===== src/rtl/matrix_pkg.sv =====
// Shared sizes and types for the 5x7 LED matrix scan path.
package matrix_pkg;

    localparam int unsigned NUM_COLS  = 5;
    localparam int unsigned NUM_ROWS  = 7;
    localparam int unsigned COL_IDX_W = $clog2(NUM_COLS);

    typedef logic [NUM_ROWS-1:0]  col_pattern_t;
    typedef logic [COL_IDX_W-1:0] col_idx_t;

    typedef enum logic [1:0] {IDLE, BLANK, DRIVE} scan_state_t;

    localparam col_idx_t LAST_COL = col_idx_t'(NUM_COLS - 1);

    function automatic logic [NUM_COLS-1:0] col_onehot(input col_idx_t idx);
        return NUM_COLS'(1) << idx;
    endfunction

endpackage


===== src/rtl/scan_timer.sv =====
// Per-column slot counter: strobes the last blank cycle and the last cycle of the slot.
module scan_timer #(
    parameter int unsigned CLK_DIV      = 50000,
    parameter int unsigned BLANK_CYCLES = 500
) (
    input  logic clk_i,
    input  logic reset_i,
    input  logic enable_i,
    input  logic run_i,
    output logic blank_done_o,
    output logic slot_done_o
);

    localparam int unsigned   CntW      = (CLK_DIV > 1) ? $clog2(CLK_DIV) : 1;
    localparam logic [CntW-1:0] SlotLast  = CntW'(CLK_DIV - 1);
    localparam logic [CntW-1:0] BlankLast = CntW'(BLANK_CYCLES - 1);

    logic [CntW-1:0] cnt_q, cnt_d;

    // Held at zero while idle so every scan starts on a fresh slot.
    always_comb begin
        if (!enable_i || !run_i || (cnt_q == SlotLast)) begin
            cnt_d = '0;
        end else begin
            cnt_d = cnt_q + 1'b1;
        end
    end

    always_ff @(posedge clk_i) begin
        if (reset_i) begin
            cnt_q <= '0;
        end else begin
            cnt_q <= cnt_d;
        end
    end

    assign slot_done_o  = run_i && (cnt_q == SlotLast);
    assign blank_done_o = run_i && (BLANK_CYCLES != 0) && (cnt_q == BlankLast);

endmodule


===== src/rtl/matrix_scan_controller.sv =====
// Column-multiplexed 5x7 LED matrix driver with blanking and frame-aligned
// double-buffered pattern loading.
module matrix_scan_controller
    import matrix_pkg::*;
#(
    parameter int unsigned CLK_DIV        = 50000,
    parameter int unsigned BLANK_CYCLES   = 500,
    parameter bit          COL_ACTIVE_LOW = 1'b1,
    parameter bit          ROW_ACTIVE_LOW = 1'b1
) (
    input  logic                clk,
    input  logic                reset,
    input  logic                enable,
    input  logic                load_valid,
    output logic                load_ready,
    input  logic [NUM_ROWS-1:0] col1_in,
    input  logic [NUM_ROWS-1:0] col2_in,
    input  logic [NUM_ROWS-1:0] col3_in,
    input  logic [NUM_ROWS-1:0] col4_in,
    input  logic [NUM_ROWS-1:0] col5_in,
    output logic [NUM_COLS-1:0] col_sel,
    output logic [NUM_ROWS-1:0] row_out,
    output logic                frame_done
);

    scan_state_t                 state_q, state_d;
    col_idx_t                    col_idx_q, col_idx_d;
    col_pattern_t [NUM_COLS-1:0] active_q, active_d;
    col_pattern_t [NUM_COLS-1:0] pending_q, pending_d;
    logic                        pend_flag_q, pend_flag_d;

    logic blank_done, slot_done;
    logic xfer, swap, frame_wrap;

    scan_timer #(
        .CLK_DIV      (CLK_DIV),
        .BLANK_CYCLES (BLANK_CYCLES)
    ) u_scan_timer (
        .clk_i        (clk),
        .reset_i      (reset),
        .enable_i     (enable),
        .run_i        (state_q != IDLE),
        .blank_done_o (blank_done),
        .slot_done_o  (slot_done)
    );

    always_comb begin
        state_d   = state_q;
        col_idx_d = col_idx_q;
        if (!enable) begin
            state_d   = IDLE;
            col_idx_d = '0;
        end else begin
            unique case (state_q)
                IDLE: begin
                    col_idx_d = '0;
                    state_d   = (BLANK_CYCLES == 0) ? DRIVE : BLANK;
                end
                BLANK: begin
                    if (blank_done) begin
                        state_d = DRIVE;
                    end
                end
                DRIVE: begin
                    if (slot_done) begin
                        col_idx_d = (col_idx_q == LAST_COL) ? '0 : col_idx_q + 1'b1;
                        state_d   = (BLANK_CYCLES == 0) ? DRIVE : BLANK;
                    end
                end
                default: state_d = IDLE;
            endcase
        end
    end

    // Swap only from an already-pending buffer, so a load accepted on the
    // boundary cycle waits a full frame.
    always_comb begin
        load_ready  = !pend_flag_q;
        xfer        = load_valid && !pend_flag_q;
        frame_wrap  = enable && (state_q == DRIVE) && slot_done && (col_idx_q == LAST_COL);
        swap        = pend_flag_q && ((state_q == IDLE) || frame_wrap);

        active_d    = swap ? pending_q : active_q;
        pending_d   = xfer ? {col5_in, col4_in, col3_in, col2_in, col1_in} : pending_q;
        pend_flag_d = pend_flag_q;
        if (xfer) begin
            pend_flag_d = 1'b1;
        end else if (swap) begin
            pend_flag_d = 1'b0;
        end
    end

    always_ff @(posedge clk) begin
        if (reset) begin
            state_q     <= IDLE;
            col_idx_q   <= '0;
            active_q    <= '0;
            pending_q   <= '0;
            pend_flag_q <= 1'b0;
        end else begin
            state_q     <= state_d;
            col_idx_q   <= col_idx_d;
            active_q    <= active_d;
            pending_q   <= pending_d;
            pend_flag_q <= pend_flag_d;
        end
    end

    logic [NUM_COLS-1:0] col_on;
    logic [NUM_ROWS-1:0] row_on;

    always_comb begin
        col_on = '0;
        row_on = '0;
        if (state_q == DRIVE) begin
            col_on = col_onehot(col_idx_q);
            row_on = active_q[col_idx_q];
        end
        col_sel = COL_ACTIVE_LOW ? ~col_on : col_on;
        row_out = ROW_ACTIVE_LOW ? ~row_on : row_on;
    end

    assign frame_done = (state_q == DRIVE) && slot_done && (col_idx_q == LAST_COL);

endmodule


===== config.mk =====
export PLATFORM = sky130hd
export DESIGN_NAME = matrix_scan_controller
export DESIGN_NICKNAME = d
export VERILOG_FILES = /design/src/rtl/matrix_pkg.sv /design/src/rtl/scan_timer.sv /design/src/rtl/matrix_scan_controller.sv
export SDC_FILE = /design/constraint.sdc
export NUM_CORES = 1
export LEC_CHECK = 0
export CAP_MARGIN = 20
export CORE_AREA = 2 2 100 102
export DETAILED_ROUTE_END_ITERATION = 7
export DIE_AREA = 0 0 102 104
export PLACE_DENSITY = 0.84
export SKIP_CTS_REPAIR_TIMING = 1
export SLEW_MARGIN = 20
export SYNTH_ARGS = -nofsm -noshare
export SYNTH_HDL_FRONTEND = slang
export SYNTH_HIERARCHICAL = 1
export SYNTH_SLANG_ARGS = --single-unit

===== constraint.sdc =====
create_clock -name clk -period 2.4 [get_ports clk]
set_input_delay 0.48 -clock clk [delete_from_list [all_inputs] [get_ports clk]]
set_output_delay 0.48 -clock clk [all_outputs]
set_load 0.005 [all_outputs]

== Word level (Yosys, flattened, before mapping) ==
Cells that the tools add are included.
Word-level totals
  RAM bits: 0
  bits in latches: 0
  memories: 0
  word-level logic and storage cells: 63
  register bits after elaboration: 92
  bits in read-only memories: 0
Cells by class
  divide/modulo/power cells: 0
  muxes and demuxes: 12
  magnitude comparators: 1
  multipliers: 0
  reductions and logical operators: 23
  shift-type cells: 1
  add/subtract/negate cells: 2
  equal/unequal tests: 7
  bitwise operators: 3
Operators by type and width (number)
  $bmux W7 S3: 1
  $add A16 B1 Y16 const B: 1
  $eq A16 B16 Y1 const B: 1
  $eq A16 B9 Y1 const B: 1
  $mux W7: 2
  $logic_and A1 B1 Y1: 9
  $not A7 Y7: 1
  $mux W3: 2
  $pmux W2 S3: 1
  $pmux W3 S2: 1
  $reduce_bool A2 Y1: 3
  $mux W5: 1
  $not A5 Y5: 1
  $shl A1 B3 Y5 const A: 1
  $lt A3 B4 Y1 const B: 1
  $mux W2: 2
  $ne A2 B2 Y1 const B: 2
  $reduce_and A2 Y1: 2
  $reduce_or A2 Y1: 2
  $add A3 B1 Y3 const B: 1
  $eq A3 B3 Y1 const B: 1
  $logic_not A1 Y1: 3
  $logic_or A1 B1 Y1: 3
  $eq A2 B1 Y1 const B: 1
  4 further kinds: 5

== Logic depth before layout (Yosys ltp) ==
  depth after elaboration: 8
  gate-level depth with buffers: 10

== Hierarchy ==
The synthesis kept the hierarchy.
Modules (own cells, without submodules)
  matrix_scan_controller: times used 1, cells an instance 472, area an instance 3872.5 um^2
  scan_timer: times used 1, cells an instance 85, area an instance 740.7 um^2

== Worst setup path after synthesis ==
Ideal clock, no wire load.
  path type: register -> register
  start point: reg u_scan_timer.cnt_q[5]
  end point: reg active_q[23] (netlist name)
  stages on the path, launching flop included: 9
  data arrival time: 2.319 ns
  path buffers: 2
  path slack: -0.041 ns
  clock period less this slack: 2.441 ns
  required time: 2.277 ns
  library setup time: 0.123 ns
  cell sequence: dfxtp_1 or4b_1 nor4_1 nor2b_1 and4_2 buf_4 buf_4 nor3_1 a311o_2
On the way
  longest elaborated chain between the ends: 6
Ends and longest elaborated chain
  start, declared: RTL line scan_timer.sv:18  | logic [CntW-1:0] cnt_q, cnt_d;
  start signal, assigned: RTL line scan_timer.sv:33  | cnt_q <= cnt_d;
  $eq A16 B16 Y1: RTL line scan_timer.sv:37  | assign slot_done_o = run_i && (cnt_q == SlotLast);
  $logic_and A1 B1 Y1: RTL line scan_timer.sv:37
  via slot_done: RTL line matrix_scan_controller.sv:32  | logic blank_done, slot_done;
  $logic_and A1 B1 Y1 (2 in series): RTL line matrix_scan_controller.sv:80  | frame_wrap = enable && (state_q == DRIVE) && slot_done && (col_idx_q == LAST_COL);
  $logic_or A1 B1 Y1: RTL line matrix_scan_controller.sv:81  | swap = pend_flag_q && ((state_q == IDLE) || frame_wrap);
  $logic_and A1 B1 Y1: RTL line matrix_scan_controller.sv:81
  end signal, assigned: RTL line matrix_scan_controller.sv:103  | active_q <= active_d;
  end, declared: RTL line matrix_scan_controller.sv:28  | col_pattern_t [NUM_COLS-1:0] active_q, active_d;
The timed path passes the listed nets, and every way through them passes these cells.
A chain may end at the register's enable or synchronous reset.

== Worst setup path after layout ==
  start point: reg u_scan_timer.cnt_q[4]
  end point: reg active_q[27] (netlist name)
Same word-level chain as after synthesis.

==> Implementation_results.wiki <==
{| class="wikitable"
! Metric !! Value
|-
| Distinct cells, synth || 42
|-
| Sw frac || 24.3%
|-
| Number of buffers on the longest clock path || 2
|-
| Worst IR Drop VDD || 462 uV
|-
| Proportion of power drawn by combinational gates || 8.7%
|-
| Total number of vias || 4217
|-
| Post-synth top area cell || sky130_fd_sc_hd__dfxtp_1
|-
| Fraction of the cycle the final worst path needs || 102%
|-
| Routed metal-1 wirelength || 4690 um
|-
| # IOs || 53
|-
| Peak fanout along the critical path || 36
|-
| Flip-flop and latch count after synthesis || 92
|-
| Number of non-filler instances in the completed layout || 737
|-
| Max_cap viols || 0
|-
| Setup repair after global routing missed its margin || true
|-
| Clock group share of total power || 37.9%
|-
| Via count of the first global-routing pass || 3839
|-
| Power per Cell Area || 540 nW/um^2
|-
| Nets in the synthesized netlist || 602
|-
| Proportion of register bits with asynchronous set or reset after synthesis || 0%
|-
| Result of the run || complete, but fails checks
|-
| Number of placement rows || 36
|-
| Share of power burned in registers || 53.4%
|-
| Count of input and output buffers || 52
|-
| Leading register cell type out of synthesis || sky130_fd_sc_hd__dfxtp_1
|-
| Switching power total || 0.734 mW
|-
| Clock sinks || 92
|-
| Worst slew slack as a fraction of its limit || 53.0%
|-
| Drt via density || 5.72
|-
| GRT Total Usage || 20.4%
|-
| Leak || 1.83 nW
|-
| Failing checks || negative setup slack
|-
| Final worst setup slack || -55.8 ps
|-
| Instance area after placement || 5300 sq um
|-
| Setup TNS Final || -87.2 ps
|-
| Final weighted congestion in routability-driven placement || 0.879
|-
| Number of max-slew violations in the final report || 0
|-
| Count of nets left with antenna violations after detail routing || 0
|-
| Cell types with the highest counts after synthesis || 123 x sky130_fd_sc_hd__nand2_1, 92 x sky130_fd_sc_hd__dfxtp_1, 42 x sky130_fd_sc_hd__inv_1
|-
| Overall die height || 104 um
|-
| Half-perimeter wire length of the detailed placement result || 6970 um
|-
| Violation count after the first detailed-route iteration || 349
|-
| Worst-skew pair later-pin latency || 370 ps
|-
| Actual slew at the worst max-slew pin || 705 ps
|-
| Final Hold Fails || 0
|-
| CTS tree || yes
|-
| Count of fill cells added during filler insertion || 808
|-
| Clock Pin Slew Worst Setup and Hold Paths || 90 ps
|-
| Initial Util || 48.3%
|-
| Synth Warn # || 6
|-
| Pin count of the biggest net entering global routing || 72
|-
| Setup-failing EPs final || 3
|-
| Arrival time reported for the critical path endpoint || 2770 ps
|-
| Ant. Diodes || 0
|-
| Critical path start-end classification || flop to flop
|-
| Area contributors post-synth || sky130_fd_sc_hd__dfxtp_1 40%, sky130_fd_sc_hd__nand2_1 10%, sky130_fd_sc_hd__a2111oi_0 6.6%
|-
| Tmin final || 2460 ps
|-
| Buffer cell driving the clock tree root || sky130_fd_sc_hd__clkbuf_8
|-
| Setup crit start kind || flop
|-
| Endpoint class of the critical path || flop
|-
| Post-synth top area share || 39.9%
|-
| Detailed-routed wire length on met3 || 496 um
|-
| Data required, critical path || 2710 ps
|-
| Overall overflow remaining after global route || 0
|-
| Min-Delay Path Depth || 2
|-
| Overall die width || 102 um
|-
| Sequential element share of the synthesized area || 39.9%
|-
| Detailed-route DRC error count || 0
|-
| Synthesized instance count || 557
|-
| First-pass GRT wire length || 17800 um
|-
| Highest metal layer with signal wires || met4
|-
| Post-Syn Area || 4610 sq um
|-
| Fraction of final layout cells sized beyond drive strength 1 || 15.2%
|-
| DR WL/cell || 14.8 um
|-
| Placed Cells incl. Taps || 719
|-
| Number of nets in the finished design || 644
|-
| Length in cells of the worst reg-to-reg path || 8
|-
| Mapped Avg Cell Area || 8.28 sq um
|-
| Top achievable clock speed || 0.407 GHz
|-
| Total core area || 9550 sq um
|-
| P&R area growth vs syn || 21.2%
|-
| Total met2 wirelength after detailed routing || 5470 um
|-
| WL final || 10900 um
|-
| Setup Skew || 11.9 ps
|-
| Count leader, synth || sky130_fd_sc_hd__nand2_1
|-
| Number of antenna violations at the first check in global routing || 0
|-
| Number of flops mapped to enable cells by yosys || 0
|-
| Final Instance Area || 5590 sq um
|-
| Detailed Routing Iterations Pass 1 || 5
|-
| Path category of the worst min-delay check || flop to flop
|-
| Number of buffers inserted during clock tree synthesis || 9
|-
| Total Die Area || 10600 sq um
|-
| Internal power contribution || 2.28 mW
|-
| Deepest level of the CTS H-tree || 3
|}
[final timing paths]
kind | endpoint | startpoint | slack (ps)
worst max-delay path | active_q[27] | u_scan_timer/cnt_q[4] | -60
worst min-delay path | pending_q[6] | pending_q[6] | 460
worst max register to register | active_q[27] | u_scan_timer/cnt_q[4] | -60
worst min register to register | pending_q[6] | pending_q[6] | 460
[registers in the layout, summed over array words and instances (netlist names)]
register and flops:
active_q 35, pend_flag_q 1, pending_q 35, state_q 2
u_scan_timer/cnt_q 16, col_idx_q 3
[per-stage QoR]
stage / setup WS, ps / utilization, % / hold slack [ps] / total power, mW
after floorplan: 34.3 / - / 436 / 1.80
after global placement: -187 / 55.5 / 445 / 1.90
after detailed placement: -183 / 55.5 / 447 / 1.90
after CTS: -593 / 57.7 / 460 / 3.02
after global routing: -169 / 58.6 / 483 / 3.12
final: -55.8 / 58.6 / 459 / 3.02
[logic make-up (layout without fill, tap and decap cells)]
kind of cell | Yosys count | in the layout | synth area share [%]
compound gates | 122 | 122 | 21.0
flops | 92 | 92 | 39.9
fa+ha+maj | 6 | 6 | 1.63
xor+xnor | 13 | 13 | 2.47
simple gates | 221 | 221 | 21.9
mux | 8 | 8 | 3.63
buf+inv | 95 | 142 | 9.44
[critical path: stages, from the launching register on]
cell and delay, ps:
sky130_fd_sc_hd__dfxtp_1 310, sky130_fd_sc_hd__or4b_1 530, sky130_fd_sc_hd__nor4_2 200, sky130_fd_sc_hd__nor2b_4 220
sky130_fd_sc_hd__buf_4 130, sky130_fd_sc_hd__nand4_4 100, sky130_fd_sc_hd__buf_12 190, sky130_fd_sc_hd__a2111oi_0 510
sky130_fd_sc_hd__a311o_1 200
[cells in the final DEF (no fill, tap or decap), drive strengths merged]
| cell | instances |
|---|---|
| nand2b | 3 |
| nand3b | 1 |
| a2111oi | 35 |
| o21ai | 1 |
| nor3 | 39 |
| nor2 | 25 |
| nand3 | 7 |
| xor2 | 2 |
| xnor2 | 11 |
| or2 | 1 |
| bufinv | 2 |
| dlymetal6s2s | 7 |
| a21oi | 40 |
| nand4 | 6 |
| clkbuf | 10 |
| nor2b | 4 |
| a31oi | 2 |
| mux2i | 1 |
| or4 | 1 |
| a22oi | 7 |
| nand2 | 123 |
| dfxtp | 92 |
| buf | 33 |
| and4 | 1 |
| ha | 6 |
| clkdlybuf4s50 | 43 |
| a2bb2oi | 1 |
| a211o | 1 |
| mux4 | 7 |
| or3 | 1 |
| clkinv | 4 |
| inv | 43 |
| nor4 | 8 |
| a311o | 35 |
| or4b | 1 |
[routing by layer]
| layer | up-vias | global-route usage (%) |
|---|---|---|
| met5 | - | 0 |
| met4 | 0 | 6.95 |
| met3 | 25 | 3.83 |
| met2 | 120 | 33.5 |
| met1 | 2003 | 26.7 |
| li1 | 2069 | - |
[cell type report]
| type | instances | area [sq um] | share of cell area (%) |
|---|---|---|---|
| clock buffers | 10 | 128 | 2.28 |
| clock inverters | 6 | 87.6 | 1.57 |
| inverters | 43 | 161 | 2.89 |
| multi-input cells | 370 | 2390 | 42.8 |
| flip-flops and latches | 92 | 1850 | 33.0 |
| well taps | 133 | 166 | 2.98 |
| repair buffers | 83 | 811 | 14.5 |
[power groups by stage]
stage               combinational, mW  sequential [mW]  clock [mW]
finish                          0.264             1.61        1.14
global route                    0.291             1.62        1.21
CTS                             0.260             1.61        1.15
detailed placement              0.259             1.65           0
global placement                0.251             1.64           0
floorplan                       0.164             1.64           0
Note: power is estimated with default switching activity, not from simulation.
